**config.mk**
```make
export PLATFORM = sky130hd
export DESIGN_NAME = reg_scoreboard
export DESIGN_NICKNAME = d
export VERILOG_FILES = /design/src/rtl/reg_scoreboard_pkg.sv /design/src/rtl/reg_scoreboard_dec5to32.sv /design/src/rtl/reg_scoreboard.sv
export SDC_FILE = /design/constraint.sdc
export NUM_CORES = 1
export LEC_CHECK = 0
export BUFFER_PORTS_ARGS = -buffer_cell sky130_fd_sc_hd__buf_2
export CAP_MARGIN = 20
export CORE_ASPECT_RATIO = 0.6
export CORE_UTILIZATION = 60
export DETAILED_ROUTE_END_ITERATION = 12
export PLACE_DENSITY = 0.77
export SLEW_MARGIN = 20
export SYNTH_ARGS = -nofsm -noshare
export SYNTH_HDL_FRONTEND = slang
export SYNTH_HIERARCHICAL = 1
export SYNTH_SLANG_ARGS = --single-unit
```
**constraint.sdc**
```tcl
create_clock -name clk -period 4.6 [get_ports clk]
set_clock_uncertainty 0.05 [all_clocks]
set_input_delay 0.92 -clock clk [delete_from_list [all_inputs] [get_ports clk]]
set_output_delay 0.92 -clock clk [all_outputs]
set_load 0.01 [all_outputs]
```
**src/rtl/reg_scoreboard_pkg.sv**
```systemverilog
// Shared constants for the register-busy scoreboard: register-file geometry
// and the hard-wired zero register index.
package reg_scoreboard_pkg;
  localparam int REG_NUM = 32;
  localparam int REG_IDX_W = 5;
  localparam logic [REG_IDX_W-1:0] ZERO_REG = '0;
endpackage

```
**src/rtl/reg_scoreboard_dec5to32.sv**
```systemverilog
// Index-to-one-hot decoder: a 5-bit register index plus enable becomes a
// 32-bit strobe with at most one bit set.
module dec5to32
  import reg_scoreboard_pkg::*;
(
  input  logic [REG_IDX_W-1:0] i_idx,
  input  logic                 i_en,
  output logic [REG_NUM-1:0]   o_onehot
);

  always_comb begin
    o_onehot = '0;
    if (i_en) o_onehot[i_idx] = 1'b1;
  end

endmodule

```
**src/rtl/reg_scoreboard.sv**
```systemverilog
// Register-busy scoreboard: per-register in-flight write counters fed by
// one-hot issue/writeback strobes, plus combinational source-busy queries.
module reg_scoreboard
  import reg_scoreboard_pkg::*;
#(
  parameter int CNT_W = 2
) (
  input  logic                 clk,
  input  logic                 rst,
  input  logic                 flush,
  input  logic                 issue_valid,
  input  logic [REG_IDX_W-1:0] issue_rd,
  output logic                 issue_ready,
  input  logic                 wb_valid,
  input  logic [REG_IDX_W-1:0] wb_rd,
  input  logic [REG_IDX_W-1:0] rs1,
  input  logic [REG_IDX_W-1:0] rs2,
  output logic                 rs1_busy,
  output logic                 rs2_busy,
  output logic [REG_NUM-1:0]   busy_vec,
  output logic                 underflow_err
);

  localparam logic [CNT_W-1:0] CNT_MAX = '1;
  localparam logic [CNT_W-1:0] CNT_ONE = CNT_W'(1);

  logic [REG_NUM-1:0][CNT_W-1:0] w_cnt;
  logic [REG_NUM-1:0]            w_set;
  logic [REG_NUM-1:0]            w_clr;
  logic                          w_inc;
  logic                          w_dec;
  logic                          w_underflow;
  logic                          w_unused;
  logic                          r_underflow;

  // Readiness looks only at the current count, so a same-cycle writeback
  // never frees a slot for the issuing instruction.
  assign issue_ready = (issue_rd == ZERO_REG) || (w_cnt[issue_rd] != CNT_MAX);
  assign w_inc       = issue_valid && issue_ready && (issue_rd != ZERO_REG);
  assign w_dec       = wb_valid && (wb_rd != ZERO_REG) && (w_cnt[wb_rd] != '0);
  assign w_underflow = wb_valid && (wb_rd != ZERO_REG) && (w_cnt[wb_rd] == '0);

  dec5to32 u_dec_set (
    .i_idx    (issue_rd),
    .i_en     (w_inc),
    .o_onehot (w_set)
  );

  dec5to32 u_dec_clr (
    .i_idx    (wb_rd),
    .i_en     (w_dec),
    .o_onehot (w_clr)
  );

  // Strobe bit 0 can never fire because both enables exclude register 0.
  assign w_unused = w_set[0] ^ w_clr[0];

  for (genvar i = 0; i < REG_NUM; i++) begin : g_cnt
    if (i == int'(ZERO_REG)) begin : g_zero
      assign w_cnt[i] = '0;
    end else begin : g_reg
      logic [CNT_W-1:0] r_cnt;
      always_ff @(posedge clk) begin
        if (rst || flush) begin
          r_cnt <= '0;
        end else if (w_set[i] && !w_clr[i]) begin
          r_cnt <= r_cnt + CNT_ONE;
        end else if (w_clr[i] && !w_set[i]) begin
          r_cnt <= r_cnt - CNT_ONE;
        end
      end
      assign w_cnt[i] = r_cnt;
    end
    assign busy_vec[i] = (w_cnt[i] != '0);
  end

  // Sticky error; a flush does not hide an underflow seen in the same cycle.
  always_ff @(posedge clk) begin
    if (rst) begin
      r_underflow <= 1'b0;
    end else if (w_underflow) begin
      r_underflow <= 1'b1;
    end
  end
  assign underflow_err = r_underflow;

  // A retiring last write clears the query in the same cycle.
  assign rs1_busy = (rs1 != ZERO_REG) && (w_cnt[rs1] != '0) &&
                    !(w_dec && (wb_rd == rs1) && (w_cnt[rs1] == CNT_ONE));
  assign rs2_busy = (rs2 != ZERO_REG) && (w_cnt[rs2] != '0) &&
                    !(w_dec && (wb_rd == rs2) && (w_cnt[rs2] == CNT_ONE));

endmodule
```
---- Yosys cells after proc, flatten, opt, wreduce, memory -nomap -nowiden ----
Cells that the tools add are included.
word-level totals
  flip-flop bits (word level) ............. 63
  output and inout bits ................... 36
  input bits .............................. 25
cells by class
  order comparisons ....................... 6
  reduce and logical (&&, ||, !) cells .... 214
  add/subtract/negate cells ............... 62
  equality and inequality tests ........... 5
  mux-type cells .......................... 76
operators with widths
  cell                 count
  $mux 2               66
  $reduce_bool 2->1    65
  $logic_and 1x1->1    77
  $logic_not 1->1      64
  $mux 32              2
  $add 2x1->2 const B  31
  $sub 2x1->2 const B  31
  $bmux 2 s5           4
  $lt 5x6->1 const B   4
  $reduce_bool 5->1    4
  $demux 1 s5          2
  $eq 5x5->1           2
  $ge 5x1->1 const B   2
  $logic_not 5->1      1
  $eq 2x1->1 const B   2
  $logic_not 2->1      1
  $logic_or 1x1->1     2
  $mux 1               2
  $ne 2x2->1 const B   1

---- Longest topological paths before layout ----
Gate-level depths: netlist (run 1).
  depth after elaboration ................. 11
  gate-level depth with buffers ........... 13

---- By module ----
Netlist (run 1), hierarchy kept.
by module, submodules not included
  module          area an instance (um^2)  times used  sequential area each (um^2)  cells an instance
  reg_scoreboard  5178.7                   1           1261.2                       582
  dec5to32        230.2                    2           0.0                          47

---- Least setup slack after synthesis (run 1) ----
Ideal clock, no wire load.
  path type ............................... input-to-reg
  start point ............................. input wb_rd[3]
  end point ............................... register g_cnt[3].g_reg.r_cnt[1]
  required time ........................... 4.480 ns
  cell stages on the path ................. 12
  arrival ................................. 3.722 ns
  setup slack ............................. 0.757 ns
  cells stage by stage .................... buf_2 buf_1 nand3_1 a31o_2 or3_1 nand3_1 or4b_1 nor2_1 inv_1 ha_1 or3_1 a21oi_1
between the ends
  word-level cells in the longest chain between the ends .. 8
RTL lines
  item                                                RTL line                       source
  from (decl)                                         reg_scoreboard.sv:15           input logic [REG_IDX_W-1:0] wb_rd,
  $bmux 2 s5                                          reg_scoreboard.sv:40           assign w_dec = wb_valid && (wb_rd != ZERO_REG) && (w_cnt[wb_rd] != '0);
  $mux 2 (implied by the code)                        reg_scoreboard.sv:40
  $reduce_bool 2->1                                   reg_scoreboard.sv:40
  $logic_and 1x1->1 *                                 reg_scoreboard.sv:40
  net w_dec                                           reg_scoreboard.sv:31           logic w_dec;
  $mux 32 *                                           reg_scoreboard_dec5to32.sv:13  if (i_en) o_onehot[i_idx] = 1'b1;
  net w_clr[3]                                        reg_scoreboard.sv:29           logic [REG_NUM-1:0] w_clr;
  $logic_not 1->1                                     reg_scoreboard.sv:66           end else if (w_set[i] && !w_clr[i]) begin
  $logic_and 1x1->1                                   reg_scoreboard.sv:66
  $mux 2 / $reduce_bool 2->1 (equally long branches)  -
  to (signal assigned)                                reg_scoreboard.sv:67           r_cnt <= r_cnt + CNT_ONE;
  to (signal assigned)                                reg_scoreboard.sv:69           r_cnt <= r_cnt - CNT_ONE;
  to (decl)                                           reg_scoreboard.sv:62           logic [CNT_W-1:0] r_cnt;
Mark *: on every way through the listed nets, which the timed path passes. The rest lies on a longest branch. The select of a mux whose other input is x is not followed.
A chain may end at the register's enable or synchronous reset.

---- Final worst setup path (run 1) ----
  start point ............................. input rs1[0]
  end point ............................... output rs1_busy
between the ends
  word-level cells in the longest chain between the ends .. 6
RTL lines
  item                          RTL line                                    source
  from (decl)                   reg_scoreboard.sv:16                        input logic [REG_IDX_W-1:0] rs1,
  $bmux 2 s5                    reg_scoreboard.sv:88, reg_scoreboard.sv:89
  $mux 2 (implied by the code)  reg_scoreboard.sv:88, reg_scoreboard.sv:89
  $eq 2x1->1                    reg_scoreboard.sv:89                        !(w_dec && (wb_rd == rs1) && (w_cnt[rs1] == CNT_ONE));
  $logic_and 1x1->1             reg_scoreboard.sv:89
  $logic_not 1->1               reg_scoreboard.sv:89
  $logic_and 1x1->1 *           reg_scoreboard.sv:88                        assign rs1_busy = (rs1 != ZERO_REG) && (w_cnt[rs1] != '0) &&
  to (decl)                     reg_scoreboard.sv:18                        output logic rs1_busy,
Mark *: on every way between the ends. The rest lies on a longest branch, timed or not. The select of a mux whose other input is x is not followed.

==> results of run 1 <==
critical path, stage by stage:
cell     delay (ns)
buf_2          0.28
mux4_1         0.63
mux4_2         0.48
and2_4         0.18
nor3_4         0.18
o211a_1        0.17
a31oi_1        0.07
buf_2          0.18
metrics by stage:
stage                util  setup WS (ns)  total power [W]  instance area (µm²)  hold slack [ns]
finish              0.709          0.534          0.00142                 6250            0.505
detailed placement  0.676          0.461         0.000751                 5960            0.474
floorplan               -          0.784         0.000687                 5630            0.434
CTS                 0.709          0.556          0.00142                 6250            0.502
global route        0.709          0.449          0.00146                 6250            0.530
global placement    0.676          0.600         0.000747                 5960            0.475
cell type report:
class	count	area (µm²)
Tap cell	126	158
Sequential cell	63	1260
Clock inverter	4	45.0
Inverter	37	139
Multi-Input combinational cell	535	4070
Fill cell	707	2570
Timing Repair Buffer	64	333
Clock buffer	12	246
flip-flops by register name, summed over array words and instances (netlist names):
signal	cells
g_cnt.g_reg.r_cnt	62
underflow_err	1
routing by layer:
layer	wire length (µm)	up-vias	track usage
li1	-	2459	-
met1	7160	2589	0.500
met2	7340	397	0.575
met3	2670	78	0.151
met4	586	0	0.108
met5	0	-	0
placed cells by master, fill, tap and decap left out, types with 3 or more instances in the layout:
master	n
a2111oi_0	4
a21o_1	3
a21oi_1	37
a221oi_1	4
a31oi_1	4
buf_2	59
buf_4	5
clkbuf_16	9
clkinv_2	3
dfxtp_1	63
ha_1	31
inv_1	37
mux2_2	12
mux2i_1	3
mux4_1	7
mux4_2	28
nand2_1	25
nand2b_1	8
nand3_1	20
nand4_1	3
nand4b_1	6
nand4bb_1	6
nor2_1	96
nor2b_1	13
nor3_1	7
nor4_1	3
o21ai_0	48
or2_2	33
or3_1	35
xnor2_1	5
xor2_1	67
worst max path at each step:
stage	from	to	slack (ns)	cells after the start
floorplan	wb_rd[3]	g_cnt[3].g_reg.r_cnt[1]	0.78	12
global placement	issue_rd[0]	g_cnt[3].g_reg.r_cnt[1]	0.60	11
detailed placement	issue_rd[0]	g_cnt[3].g_reg.r_cnt[1]	0.46	11
CTS	rs1[0]	rs1_busy	0.56	8
global route	rs1[0]	rs1_busy	0.45	8
finish	rs1[0]	rs1_busy	0.53	8
power groups by stage:
stage	clock, W	sequential, W	combinational, W
6_report	0.000675	0.000556	0.000191
5_1_grt	0.000705	0.000556	0.000202
4_1_cts	0.000680	0.000556	0.000185
3_5_place_dp	0	0.000567	0.000184
3_3_place_gp	0	0.000567	0.000180
2_1_floorplan	0	0.000565	0.000122
==> results.md, run 1 <==
* Final Max Tran Viols at 0
* Post-CTS setup-driven buffer insertion count at 0
* Pre-antenna DRT Iters at 6
* GR Util All Layers at 0.380
* Post-Syn Area at 5630 µm²
* Initial antenna violation count at 0
* ANT nets after route at 0
* Layout Nets at 766
* Arrival @ worst endpoint at 3.10 ns
* Global-route wire length before repair at 28200 µm
* Setup crit start kind: input pin
* Worst-Skew Late Latency at 0.33 ns
* Worst-margin pin slew at 0.693 ns
* Layout Cells excl Fill at 841
* Unrepaired setup endpoints after global routing: no
* Clock root cell: clkbuf_16
* Mapped Nets at 730
* Mapped Avg Cell Area at 8.36 µm²
* Sink Count at 63
* Crit end category: output pin
* Row count at 26
* IO Pins at 61
* N_diodes at 0
* DR vias/cell at 6.57
* Status: complete, no violations
* Hold Crit Class: reg -> reg
* Vias in the first global route at 5268
* Layout cells sized above 1 at 0.217
* Starting density of the core at 0.639
* Crit-path max FO at 11
* Final Hold Fails at 0
* Vias at 5523
* Hold Startpoint: underflow_err
* Port Buffers at 59
* Total gr overflow at 0
* Post-CTS Hold Buffers at 0
* Pint at 0.00105 W
* Combinational Power Share at 0.135
* Fin crit period at 4.07 ns
* Cells after Synth at 674
* Leak at 2.64 nW
* DR iter-0 viols at 631
* Power per Cell Area at 228 nW/µm²
* Reg clk slew, reported paths at 0.05 ns
* Worst Path Required at 3.63 ns
* Core area at 8820 µm²
* Die height at 77.0 µm
* CTS tree: yes
* Reg2Reg Capture Point: g_cnt[10].g_reg.r_cnt[1]
* Worst reg2reg path startpoint: g_cnt[12].g_reg.r_cnt[0]
* Largest net degree at the start of global routing at 63
* WL/cell at 21.1 µm
* Final GP Congestion at 0.999
* Reg2Reg Depth at 12
* Final wirelength at 17800 µm
* Hold EP: underflow_err
* Die X at 127 µm
* Switching part of the total at 0.262
* Post_cts resized at 0
* DR DRC count at 0
* Crit Path Category: in -> out
* Hold Path Cell Cnt at 2
* H-tree depth at 3
* Final setup fails at 0
* Die area at 9790 µm²
* Synth-to-layout area growth at 11.0%
* Yosys Warn Count at 6
* Flop2flop setup slack at 1.19 ns
* Clock network power share at 0.474
* Setup TNS Final at 0 ns
* Clock buffer depth at 2
* Total CTS buffers at 9
* Slew headroom at 0.538
* Switching pwr at 0.000373 W
* DP Wirelength at 12800 µm
* VDD IR-drop max at 0.196 mV
* F_max at 246 MHz
* Placed cells at 825
* Final Cycle Share at 0.884
* Seq pwr share at 0.391
* Max_cap viols at 0
Note: power is estimated with default switching activity, not from simulation.
==> run 2: changes to the inputs <==
- CTS_CLUSTER_DIAMETER: not set -> 50
- PLACE_DENSITY: 0.77 -> not set
- PLACE_DENSITY_LB_ADDON: not set -> 0.15
- SETUP_SLACK_MARGIN: not set -> 0.4
==> run 2 against run 1 <==
Compared with the run above:
- first-iteration DRC count decreased by 17%
- final area rose by 0.42%
- worst hold slack got worse by 0.016 ns
- fmax increased by 0.50%
- combinational power hardly changed
==> results.md, run 2 (synthesis results as in run 1) <==
* Status: complete, no violations
* CTS tree: yes
* Unrepaired setup endpoints after global routing: no
* Crit Path Category: in -> out
* Total gr overflow at 0 (unchanged)
* Max reg flops at 62 (unchanged)
* Crit-path max FO at 22 (+11)
* H-tree depth at 3 (unchanged)
* Starting density of the core at 0.639 (unchanged)
* Die X at 127 µm (unchanged)
* Clock buffer depth at 2 (unchanged)
* VDD IR-drop max at 0.187 mV (-4.4%)
* Commonest cells after routing, fill and taps aside: 96 x nor2_1, 67 x xor2_1, 63 x dfxtp_1
* Global-route wire length before repair at 28400 µm (+0.69%)
* DP Wirelength at 12800 µm (-0.12%)
* Sink Count at 63 (unchanged)
* N_diodes at 0 (unchanged)
* Arrival @ worst endpoint at 3.08 ns (-0.02 ns)
* Final setup fails at 0 (unchanged)
* DR iter-0 viols at 526 (-17%)
* Port Buffers at 59 (unchanged)
* GR Util All Layers at 0.384 (+0.00458)
* Die height at 77.0 µm (unchanged)
* Crit end category: output pin
* Power per Cell Area at 239 nW/µm² (+5.0%)
* Row count at 26 (unchanged)
* Most flop-heavy register: g_cnt.g_reg.r_cnt
* Fin crit period at 4.05 ns (-0.0201 ns)
* Worst-margin pin slew at 0.678 ns (-0.0155 ns)
* Layout Nets at 765 (-0.13%)
* Post_cts resized at 0 (unchanged)
* Vias at 5462 (-1.1%)
* Final Max Tran Viols at 0 (unchanged)
* Fin Hold WS at 0.490 ns (-0.0156 ns)
* Final GP Congestion at 0.947 (-5.2%)
* DR vias/cell at 6.50 (-0.99%)
* Max_cap viols at 0 (unchanged)
* Post-CTS Hold Buffers at 0 (unchanged)
* Worst Path Required at 3.63 ns (about the same)
* Setup TNS Final at 0 ns (unchanged)
* Total CTS buffers at 9 (unchanged)
* Core area at 8820 µm² (unchanged)
* Setup crit start kind: input pin
* Post-layout util at 0.712 (+0.00298)
* Layout cells sized above 1 at 0.216 (-0.00110)
* Reg clk slew, reported paths at 0.05 ns (about the same)
* Initial antenna violation count at 0 (unchanged)
* Final wirelength at 17800 µm (about the same)
* Slew headroom at 0.548 (+0.0103)
* Layout Cells excl Fill at 840 (-0.12%)
* DR DRC count at 0 (unchanged)
* Flop2flop setup slack at 1.20 ns (about the same)
* Pwr Total at 0.00150 W (+5.4%)
* Pre-antenna DRT Iters at 5 (-1)
* Post-CTS setup-driven buffer insertion count at 0 (unchanged)
* Largest net degree at the start of global routing at 63 (unchanged)
* Final Hold Fails at 0 (unchanged)
* WL/cell at 21.1 µm (+0.14%)
* Placed cells at 824 (-0.12%)
* Most common cell after layout, fill and taps aside: nor2_1
* Worst-Skew Late Latency at 0.34 ns (about the same)
* ANT nets after route at 0 (unchanged)
* IO Pins at 61 (unchanged)
* Clock root cell: clkbuf_16
* Synth-to-layout area growth at 11.4%
* Vias in the first global route at 5221 (-0.89%)
* F_max at 247 MHz (+0.50%)
* Leak at 2.65 nW (+0.32%)
* Die area at 9790 µm² (unchanged)
* Hold Crit Class: reg -> reg
* Final Cycle Share at 0.880 (-0.00437)
==> run 2: layer usage <==
layer	vias up	GRT usage	share of wire
met5	-	0	0
met4	0	0.130	0.026
met1	2591	0.513	0.41
met3	53	0.144	0.14
li1	2459	-	-
met2	359	0.570	0.42
==> run 2: where the power goes <==
part	leakage, nW	switching (W)	internal, W	total [W]
Clock	0.160	0.000250	0.000503	0.000753
Sequential	0.508	0.00000634	0.000550	0.000556
Combinational	1.98	0.000123	0.0000672	0.000190
==> run 2: worst paths after layout <==
kind	startpoint	end	cells after the start
max reg2reg	g_cnt[7].g_reg.r_cnt[0]	g_cnt[2].g_reg.r_cnt[1]	11
min	g_cnt[29].g_reg.r_cnt[1]	g_cnt[29].g_reg.r_cnt[1]	2
max	wb_rd[1]	rs1_busy	8
min reg2reg	g_cnt[29].g_reg.r_cnt[1]	g_cnt[29].g_reg.r_cnt[1]	2
==> run 2: area by class of cell <==
| cell class | instances | area, µm² |
|---|---|---|
| Timing Repair Buffer | 63 | 325 |
| Sequential cell | 63 | 1260 |
| Multi-Input combinational cell | 535 | 4070 |
| Inverter | 37 | 139 |
| Tap cell | 126 | 158 |
| Clock inverter | 3 | 65.1 |
| Clock buffer | 13 | 260 |
| Fill cell | 725 | 2540 |
==> run 2: metrics by stage <==
step	instance area [µm²]	setup WS, ns
2_1_floorplan	5630	0.784
3_3_place_gp	5950	0.456
3_5_place_dp	5950	0.377
4_1_cts	6280	0.564
5_1_grt	6280	0.430
6_report	6280	0.554
==> run 2: critical path: stages <==
cell and delay (ns):
buf_2 0.36, mux2_2 0.40, a31oi_1 0.41, a211o_1 0.22
nand3_1 0.10, buf_4 0.20, a31oi_1 0.25, buf_2 0.20
